### src/rtl/uart_ld_pkg.sv
// Shared types and width helpers for the UART matrix loader.
package uart_ld_pkg;

  typedef enum logic [1:0] {
    IDLE    = 2'd0,
    PAYLOAD = 2'd1,
    CHECK   = 2'd2
  } state_t;

  localparam logic [3:0] HDR_TAG_DEF = 4'hA;

  // max(1, clog2(n)) so single-entry ranges still get a 1-bit field
  function automatic int width_of(input int n);
    return (n <= 2) ? 1 : $clog2(n);
  endfunction

endpackage

### src/rtl/uart_byte_packer.sv
// Collects little-endian bytes into DATA_W-bit elements.
// elem_valid/elem_data are combinational on the byte that completes an element,
// so the parent can register the write one cycle after that byte's strobe.
module uart_byte_packer
  import uart_ld_pkg::*;
#(
  parameter int DATA_W = 8
) (
  input  logic              clk,
  input  logic              rst,
  input  logic              clr,
  input  logic              byte_valid,
  input  logic [7:0]        byte_in,
  output logic              elem_valid,
  output logic [DATA_W-1:0] elem_data
);

  localparam int BPE   = DATA_W / 8;
  localparam int CNT_W = width_of(BPE);

  logic [CNT_W-1:0]  byte_cnt;
  logic [DATA_W-1:0] acc;
  logic              last_lane;

  assign last_lane  = (byte_cnt == CNT_W'(BPE - 1));
  assign elem_valid = byte_valid & last_lane;

  // Current byte overlays its lane so the final byte needs no extra cycle
  always_comb begin
    elem_data = acc;
    for (int k = 0; k < BPE; k++)
      if (CNT_W'(k) == byte_cnt) elem_data[8*k +: 8] = byte_in;
  end

  // Lane counter; cleared by reset, abort or while the loader is idle
  always_ff @(posedge clk) begin
    if (!rst || clr)
      byte_cnt <= '0;
    else if (byte_valid)
      byte_cnt <= last_lane ? '0 : byte_cnt + 1'b1;
  end

  // Assembly register; every lane is rewritten before it is consumed
  always_ff @(posedge clk) begin
    if (byte_valid)
      for (int k = 0; k < BPE; k++)
        if (CNT_W'(k) == byte_cnt) acc[8*k +: 8] <= byte_in;
  end

endmodule

### src/rtl/uart_matrix_loader.sv
// UART byte stream to matrix memory loader.
// Frame: header {HDR_TAG, mat_id}, ROWS*COLS*BPE payload bytes (little-endian per element).
// Optional feature macro UART_LOADER_CHECKSUM_EN adds an XOR trailer byte checked in CHECK.
module uart_matrix_loader
  import uart_ld_pkg::*;
#(
  parameter int         ROWS    = 2,
  parameter int         COLS    = 2,
  parameter int         DATA_W  = 8,
  parameter int         NUM_MAT = 2,
  parameter logic [3:0] HDR_TAG = HDR_TAG_DEF,
  parameter int         TIMEOUT = 100000,
  localparam int        MAT_W   = width_of(NUM_MAT),
  localparam int        ADDR_W  = width_of(ROWS * COLS)
) (
  input  logic               clk,
  input  logic               rst,
  input  logic               load_en,
  input  logic               rx_valid,
  input  logic [7:0]         rx_byte,
  input  logic               rx_err,
  input  logic [NUM_MAT-1:0] clear_loaded,
  output logic               wr_en,
  output logic [MAT_W-1:0]   wr_mat,
  output logic [ADDR_W-1:0]  wr_addr,
  output logic [DATA_W-1:0]  wr_data,
  output logic [NUM_MAT-1:0] loaded,
  output logic               frame_done,
  output logic               frame_err,
  output logic               busy
);

  localparam int NELEM = ROWS * COLS;
  localparam int TMO_W = width_of(TIMEOUT + 1);

  state_t             state;
  logic [MAT_W-1:0]   mat;
  logic [ADDR_W-1:0]  elem_cnt;
  logic [TMO_W-1:0]   tmo_cnt;
`ifdef UART_LOADER_CHECKSUM_EN
  logic [7:0]         csum;
`endif

  logic              hdr_ok, in_frame, abort, pk_valid, pk_clr, last_elem;
  logic              elem_valid;
  logic [DATA_W-1:0] elem_data;

  assign hdr_ok    = rx_valid & load_en & ~rx_err & (rx_byte[7:4] == HDR_TAG)
                   & (int'({4'd0, rx_byte[3:0]}) < NUM_MAT);
  assign in_frame  = (state != IDLE);
  assign abort     = in_frame & ((rx_valid & rx_err)
                   | (~rx_valid & (tmo_cnt == TMO_W'(TIMEOUT - 1))));
  assign pk_valid  = (state == PAYLOAD) & rx_valid & ~rx_err;
  assign pk_clr    = abort | ~in_frame;
  assign last_elem = elem_valid & (elem_cnt == ADDR_W'(NELEM - 1));
  assign busy      = in_frame;

  uart_byte_packer #(.DATA_W(DATA_W)) u_packer (
    .clk        (clk),
    .rst        (rst),
    .clr        (pk_clr),
    .byte_valid (pk_valid),
    .byte_in    (rx_byte),
    .elem_valid (elem_valid),
    .elem_data  (elem_data)
  );

  // Frame FSM with registered write port, pulses, timeout and loaded flags
  always_ff @(posedge clk) begin
    if (!rst) begin
      state      <= IDLE;
      mat        <= '0;
      elem_cnt   <= '0;
      tmo_cnt    <= '0;
      loaded     <= '0;
      wr_en      <= 1'b0;
      wr_mat     <= '0;
      wr_addr    <= '0;
      wr_data    <= '0;
      frame_done <= 1'b0;
      frame_err  <= 1'b0;
`ifdef UART_LOADER_CHECKSUM_EN
      csum       <= '0;
`endif
    end else begin
      wr_en      <= 1'b0;
      frame_done <= 1'b0;
      frame_err  <= 1'b0;
      // External clears first; a same-cycle set below overrides them
      loaded     <= loaded & ~clear_loaded;
      tmo_cnt    <= (rx_valid || !in_frame) ? '0 : tmo_cnt + 1'b1;

      if (abort) begin
        state       <= IDLE;
        elem_cnt    <= '0;
        frame_err   <= 1'b1;
        loaded[mat] <= 1'b0;
      end else begin
        case (state)
          IDLE: begin
            if (hdr_ok) begin
              mat      <= rx_byte[MAT_W-1:0];
              elem_cnt <= '0;
              state    <= PAYLOAD;
`ifdef UART_LOADER_CHECKSUM_EN
              csum     <= '0;
`endif
            end
          end
          PAYLOAD: begin
`ifdef UART_LOADER_CHECKSUM_EN
            if (rx_valid) csum <= csum ^ rx_byte;
`endif
            if (elem_valid) begin
              wr_en    <= 1'b1;
              wr_mat   <= mat;
              wr_addr  <= elem_cnt;
              wr_data  <= elem_data;
              elem_cnt <= elem_cnt + 1'b1;
              if (last_elem) begin
                elem_cnt <= '0;
`ifdef UART_LOADER_CHECKSUM_EN
                state    <= CHECK;
`else
                state       <= IDLE;
                frame_done  <= 1'b1;
                loaded[mat] <= 1'b1;
`endif
              end
            end
          end
`ifdef UART_LOADER_CHECKSUM_EN
          CHECK: begin
            if (rx_valid) begin
              state <= IDLE;
              if (rx_byte == csum) begin
                frame_done  <= 1'b1;
                loaded[mat] <= 1'b1;
              end else begin
                frame_err   <= 1'b1;
                loaded[mat] <= 1'b0;
              end
            end
          end
`endif
          default: state <= IDLE;
        endcase
      end
    end
  end

endmodule

### config.mk
export PLATFORM = sky130hd
export DESIGN_NAME = uart_matrix_loader
export DESIGN_NICKNAME = d
export VERILOG_FILES = /design/src/rtl/uart_ld_pkg.sv /design/src/rtl/uart_byte_packer.sv /design/src/rtl/uart_matrix_loader.sv
export SDC_FILE = /design/constraint.sdc
export NUM_CORES = 1
export LEC_CHECK = 0
export BUFFER_PORTS_ARGS = -buffer_cell sky130_fd_sc_hd__buf_2
export CAP_MARGIN = 20
export CORE_UTILIZATION = 40
export CTS_CLUSTER_DIAMETER = 100
export DETAILED_ROUTE_END_ITERATION = 8
export GPL_ROUTABILITY_DRIVEN = 0
export PLACE_DENSITY = 0.68
export SYNTH_ARGS = -nofsm -noshare
export SYNTH_HDL_FRONTEND = slang
export SYNTH_SLANG_ARGS = --single-unit
### constraint.sdc
create_clock -name clk -period 2.1 [get_ports clk]
set_clock_uncertainty 0.1 [all_clocks]
set_input_delay 0.315 -clock clk [delete_from_list [all_inputs] [get_ports clk]]
set_output_delay 0.315 -clock clk [all_outputs]
set_load 0.03 [all_outputs]
# After elaboration in Yosys (flattened, before gate mapping)
# Index checks and enable logic that the tools add are counted.
op_classes:
  addsub: 3
  order_cmp: 3
  n_eq_ne: 7
  mux: 19
  bitwise: 26
  n_reduce_logical: 16
ops:
  columns: ["operator", "n"]
  rows:
  - ["2-bit 2-to-1 mux", 10]
  - ["17-bit by 1-bit adder with 17-bit output, second input constant", 1]
  - ["17-bit equality test, second input constant", 1]
  - ["3-bit AND reduction", 4]
  - ["1-bit AND", 11]
  - ["8-bit 2-to-1 mux", 1]
  - ["1-bit NOT", 8]
  - ["2-bit case mux with 2 select lines", 2]
  - ["2-bit != test, second input constant", 3]
  - ["1-bit 2-to-1 mux", 5]
  - ["2-bit AND", 2]
  - ["4-bit equality test, second input constant", 1]
  - ["4-bit by 2-bit less-than comparator with 1-bit output, second input constant", 1]
  - ["2-bit NOT", 2]
  - ["2-bit nonzero test", 2]
  - ["2-bit OR reduction", 2]
  - ["4-bit OR reduction", 1]
  - ["3-bit OR reduction", 1]
  - ["2-bit by 1-bit adder with 2-bit output, second input constant", 1]
  - ["2-bit by 1-bit equality test with 1-bit output, second input constant", 1]
  - ["2-bit equality test, second input constant", 1]
  - ["1-bit logical NOT", 2]
  - ["2-bit logical NOT", 1]
  - ["1-bit logical OR", 2]
  - ["other kinds (7)", 8]
totals:
  reg_bits: 47
  inputBits: 15
  output_inout_bits: 17
  wordCells: 87

# Longest topological paths before layout
depth:
  depth_word: 9
  depth_mapped: 6

# Cells and area by module
# From an unflattened synthesis, not the netlist that was laid out.
unflattened:
  hier_cells: 194
  area_unflattened_um2: 1691.6
by_module_without_submodules:
  columns: ["module", "instances", "cells_per_inst", "area_per_inst_um2", "seq_area_each_um2"]
  rows:
  - ["uart_matrix_loader", 1, 185, 1624.1, 740.7]
  - ["uart_byte_packer", 1, 9, 67.6, 0.0]

# Worst setup path before layout
# OpenSTA, ideal clock, no wires.
synth_timing:
  path_type: "register to register"
  startpoint: "reg tmo_cnt[0]"
  endpoint: "reg tmo_cnt[16]"
  setup_ns: 0.072
  arrival_ns: 1.468
  path_slack_ns: 0.460
  path_stages_with_launch: 7
  n_path_buf: 1
  cell_sequence: "dfxtp_1 ha_1 and4_1 buf_6 nand4_4 or3_1 a21oi_1"
synth_between:
  elab_chain_len: 1
synth_lines:
  columns: ["item", "line", "text"]
  rows:
  - ["from (decl)", "uart_matrix_loader.sv:39", "logic [TMO_W-1:0] tmo_cnt;"]
  - ["from (signal assigned)", "uart_matrix_loader.sv:91", "tmo_cnt <= (rx_valid || !in_frame) ? '0 : tmo_cnt + 1'b1;"]
  - ["17-bit by 1-bit adder with 17-bit output", "uart_matrix_loader.sv:91", null]
# Every way passes these cells.
# A chain may end at the register's enable or synchronous reset.

# Worst setup path after layout
# Ends and elaborated chain as after synthesis.

==> summary.md <==
| Metric | Value |
|---|---|
| Status | `finished clean` |
| Final hold slack | `0.178 ns` |
| # port buffers | `31` |
| VDD IR-drop max | `0.276 mV` |
| Crit path DAT | `1.94 ns` |
| Commonest non-fill, non-tap cells in the layout | `37 x dfxtp_1, 32 x nand2_1, 31 x buf_2` |
| CTS Buffer Depth | `2` |
| Worst Tran Pin Value | `0.558 ns` |
| Setup crit start kind | `register` |
| Synth warnings | `0` |
| First-pass GRT wire length | `around 5100 microns` |
| Fin nets | `between 200 and 250` |
| Achievable Freq | `0.548 GHz` |
| Max-slew violation count | `0` |
| Final Cycle Share | `0.868` |
| Hold Crit Class | `input pin to register` |
| CP endpoint kind | `register` |
| Slew margin rel. | `0.627` |
| Final Hold Fails | `0` |
| DRT iter0 DRCs | `89` |
| DP Worst Slack | `roughly 0.29 ns` |
| Post-synthesis net count | `197` |
| Total power draw | `1200 uW` |
| Fill cell count | `378` |
| Post-DRT Antenna Nets | `0` |
| Dpl hpwl | `2110 microns` |
| Reg2reg setup slack | `0.28 ns` |
| Buf+Inv Stages, Crit Path | `0` |
| Yosys reg bits | `37` |
| Die Footprint | `4270 sq um` |
| Core area | `3740 sq um` |
| I/O pin total | `32` |
| Layout cells sized above 1 | `0.211` |
| Crit-path max FO | `6` |
| Critical Path RT | `2.21 ns` |
| Top_reg_cell synth | `dfxtp_1` |
| Crit-path cells | `ha_1, and4_1, nand4_4, or3_1, a21oi_1` |
| Crit-path leading delay family | `simple AND/OR/NAND/NOR gates` |
| Worst path max stage delay | `approximately 0.39 ns` |
| Post-Synthesis Cells | `180` |
| 1st-pass router iterations | `4` |
| Initial Util | `0.429` |
| Netlist cell types | `38` |
| Lkg Pwr | `0.000758 uW` |
| Wirelength per Cell | `about 11 microns` |
| Diode count | `0` |
| CTS resizes | `0` |
| Synthesized area per cell | `8.93 sq um` |
| Clock latency at the later pin of the worst-skew pair | `0.29 ns` |
| DR vias/cell | `4.92` |
| Final wirelength | `2910 microns` |
| CTS tree | `yes` |
| CTS clock-pin slew for the worst setup and hold paths | `0.07 ns` |
| Commonest non-fill, non-tap cell in the layout | `dfxtp_1` |
| Rows | `22` |
| DRC | `0` |
| Hold Buf Count CTS | `0` |
| Util after Layout | `0.502` |
| Final WS setup | `0.276 ns` |
| Max_cap viols | `0` |
| Critical path type | `register to register` |
| Power Dens Cells | `638 nW/um^2` |
| Final TNS setup | `0 ns` |
| CTS buffer count | `5` |
| Register area share after synthesis | `0.461` |
| H-tree Lvls | `2` |
| Area delta synth->final | `17.0%` |
| RSZ-0062 raised after global routing | `no` |
| EDFF count, synth | `0` |
| CTS Sinks | `37` |
| Antenna violations before repair | `0` |
| Fin crit period | `~1.8 ns` |
| FFs w/ async S/R, synth | `0` |
| Die X | `65.4 microns` |
| Vias in the first global route | `1,122` |
| Setup violators final | `0` |
| Remaining global-route overflow | `0` |
| Mapped cell area | `1610 sq um` |
| Vias | `1,284` |
| Largest net degree at the start of global routing | `21` |
| CP max stage cell | `dfxtp_1` |
| DIE HEIGHT | `65.4 microns` |
| GRT Overall Usage | `0.158` |
| Clock root cell | `clkbuf_8` |
| # Post-CTS Setup Buffers | `0` |
==> cell usage after synthesis, types with 4 or more instances <==
master     n  area, sq um
nand4_1    5         31.3
o21ai_0    5         25.0
dfxtp_1   37          741
nor2_1    14         52.6
clkbuf_1   5         18.8
nor3_1     4         20.0
nand3_1    7         35.0
and3_1     4         25.0
xor2_1     5         43.8
nor4bb_1   4         40.0
nand2_1   32          120
a21oi_1    7         35.0
xnor2_1    5         43.8
a21boi_0  11         82.6
==> final timing paths <==
path	from	end	cells past startpoint
worst max register to register	tmo_cnt[0]	tmo_cnt[16]	5
worst min register to register	wr_data[5]	wr_data[5]	2
worst min-delay path	rx_byte[0]	wr_data[0]	3
worst max-delay path	tmo_cnt[0]	tmo_cnt[16]	5
==> worst register-to-register path: cells and delay by family, from the launching register on <==
family                   cells  cell delay (ns)
AO/OA/AOI/OAI                1             0.15
AND/OR/NAND/NOR              3             0.89
flip-flops                   1             0.39
adder cells (fa/ha/maj)      1             0.22
==> stage by stage <==
step | cell area, sq um | std cells
after CTS | 1880 | 261
after detailed placement | 1800 | 253
after floorplan | 1610 | 180
after global routing | 1880 | 261
final | 1880 | 261
after global placement | 1800 | 253
==> final cells by class <==
type                       instances  area, sq um  area share
multi-input combinational        132          815       0.433
sequential                        37          741       0.394
timing repair buffer              33          170      0.0905
clock buffer                       6         72.6      0.0386
tap                               48         60.1      0.0320
inverter                           3         11.3     0.00599
clock inverter                     2         10.0     0.00533
==> logic make-up after synthesis <==
family | count (synthesis) | share of synthesized area
and+or+nand+nor | 89 | 0.306
AOI/OAI and AO/OA | 29 | 0.118
buffers and inverters | 11 | 0.0319
muxes | 2 | 0.0125
DFF | 37 | 0.461
adders and majority gates | 2 | 0.0156
xor gates and xnor gates | 10 | 0.0545
==> power breakdown <==
part           internal, uW  switching (uW)  total, uW
clock                   230             236        466
combinational          16.7            15.6       32.3
sequential              702           0.163        702
==> flip-flops by register name, summed over array words and instances, names as in the netlist <==
name / flops
elem_cnt: 2
frame_err: 1
wr_addr: 2
frame_done: 1
wr_en: 1
loaded: 2
wr_mat: 1
mat: 1
wr_data: 8
tmo_cnt: 17
state: 1
==> routing by layer <==
metal,vias to the layer above,global-route usage,part of all wire
met5,-,0,0
met4,0,0.0815,0.0027
met3,2,0.0590,0.039
met2,27,0.227,0.44
met1,565,0.204,0.51
li1,690,-,-
Note: power is estimated with default switching activity, not from simulation.
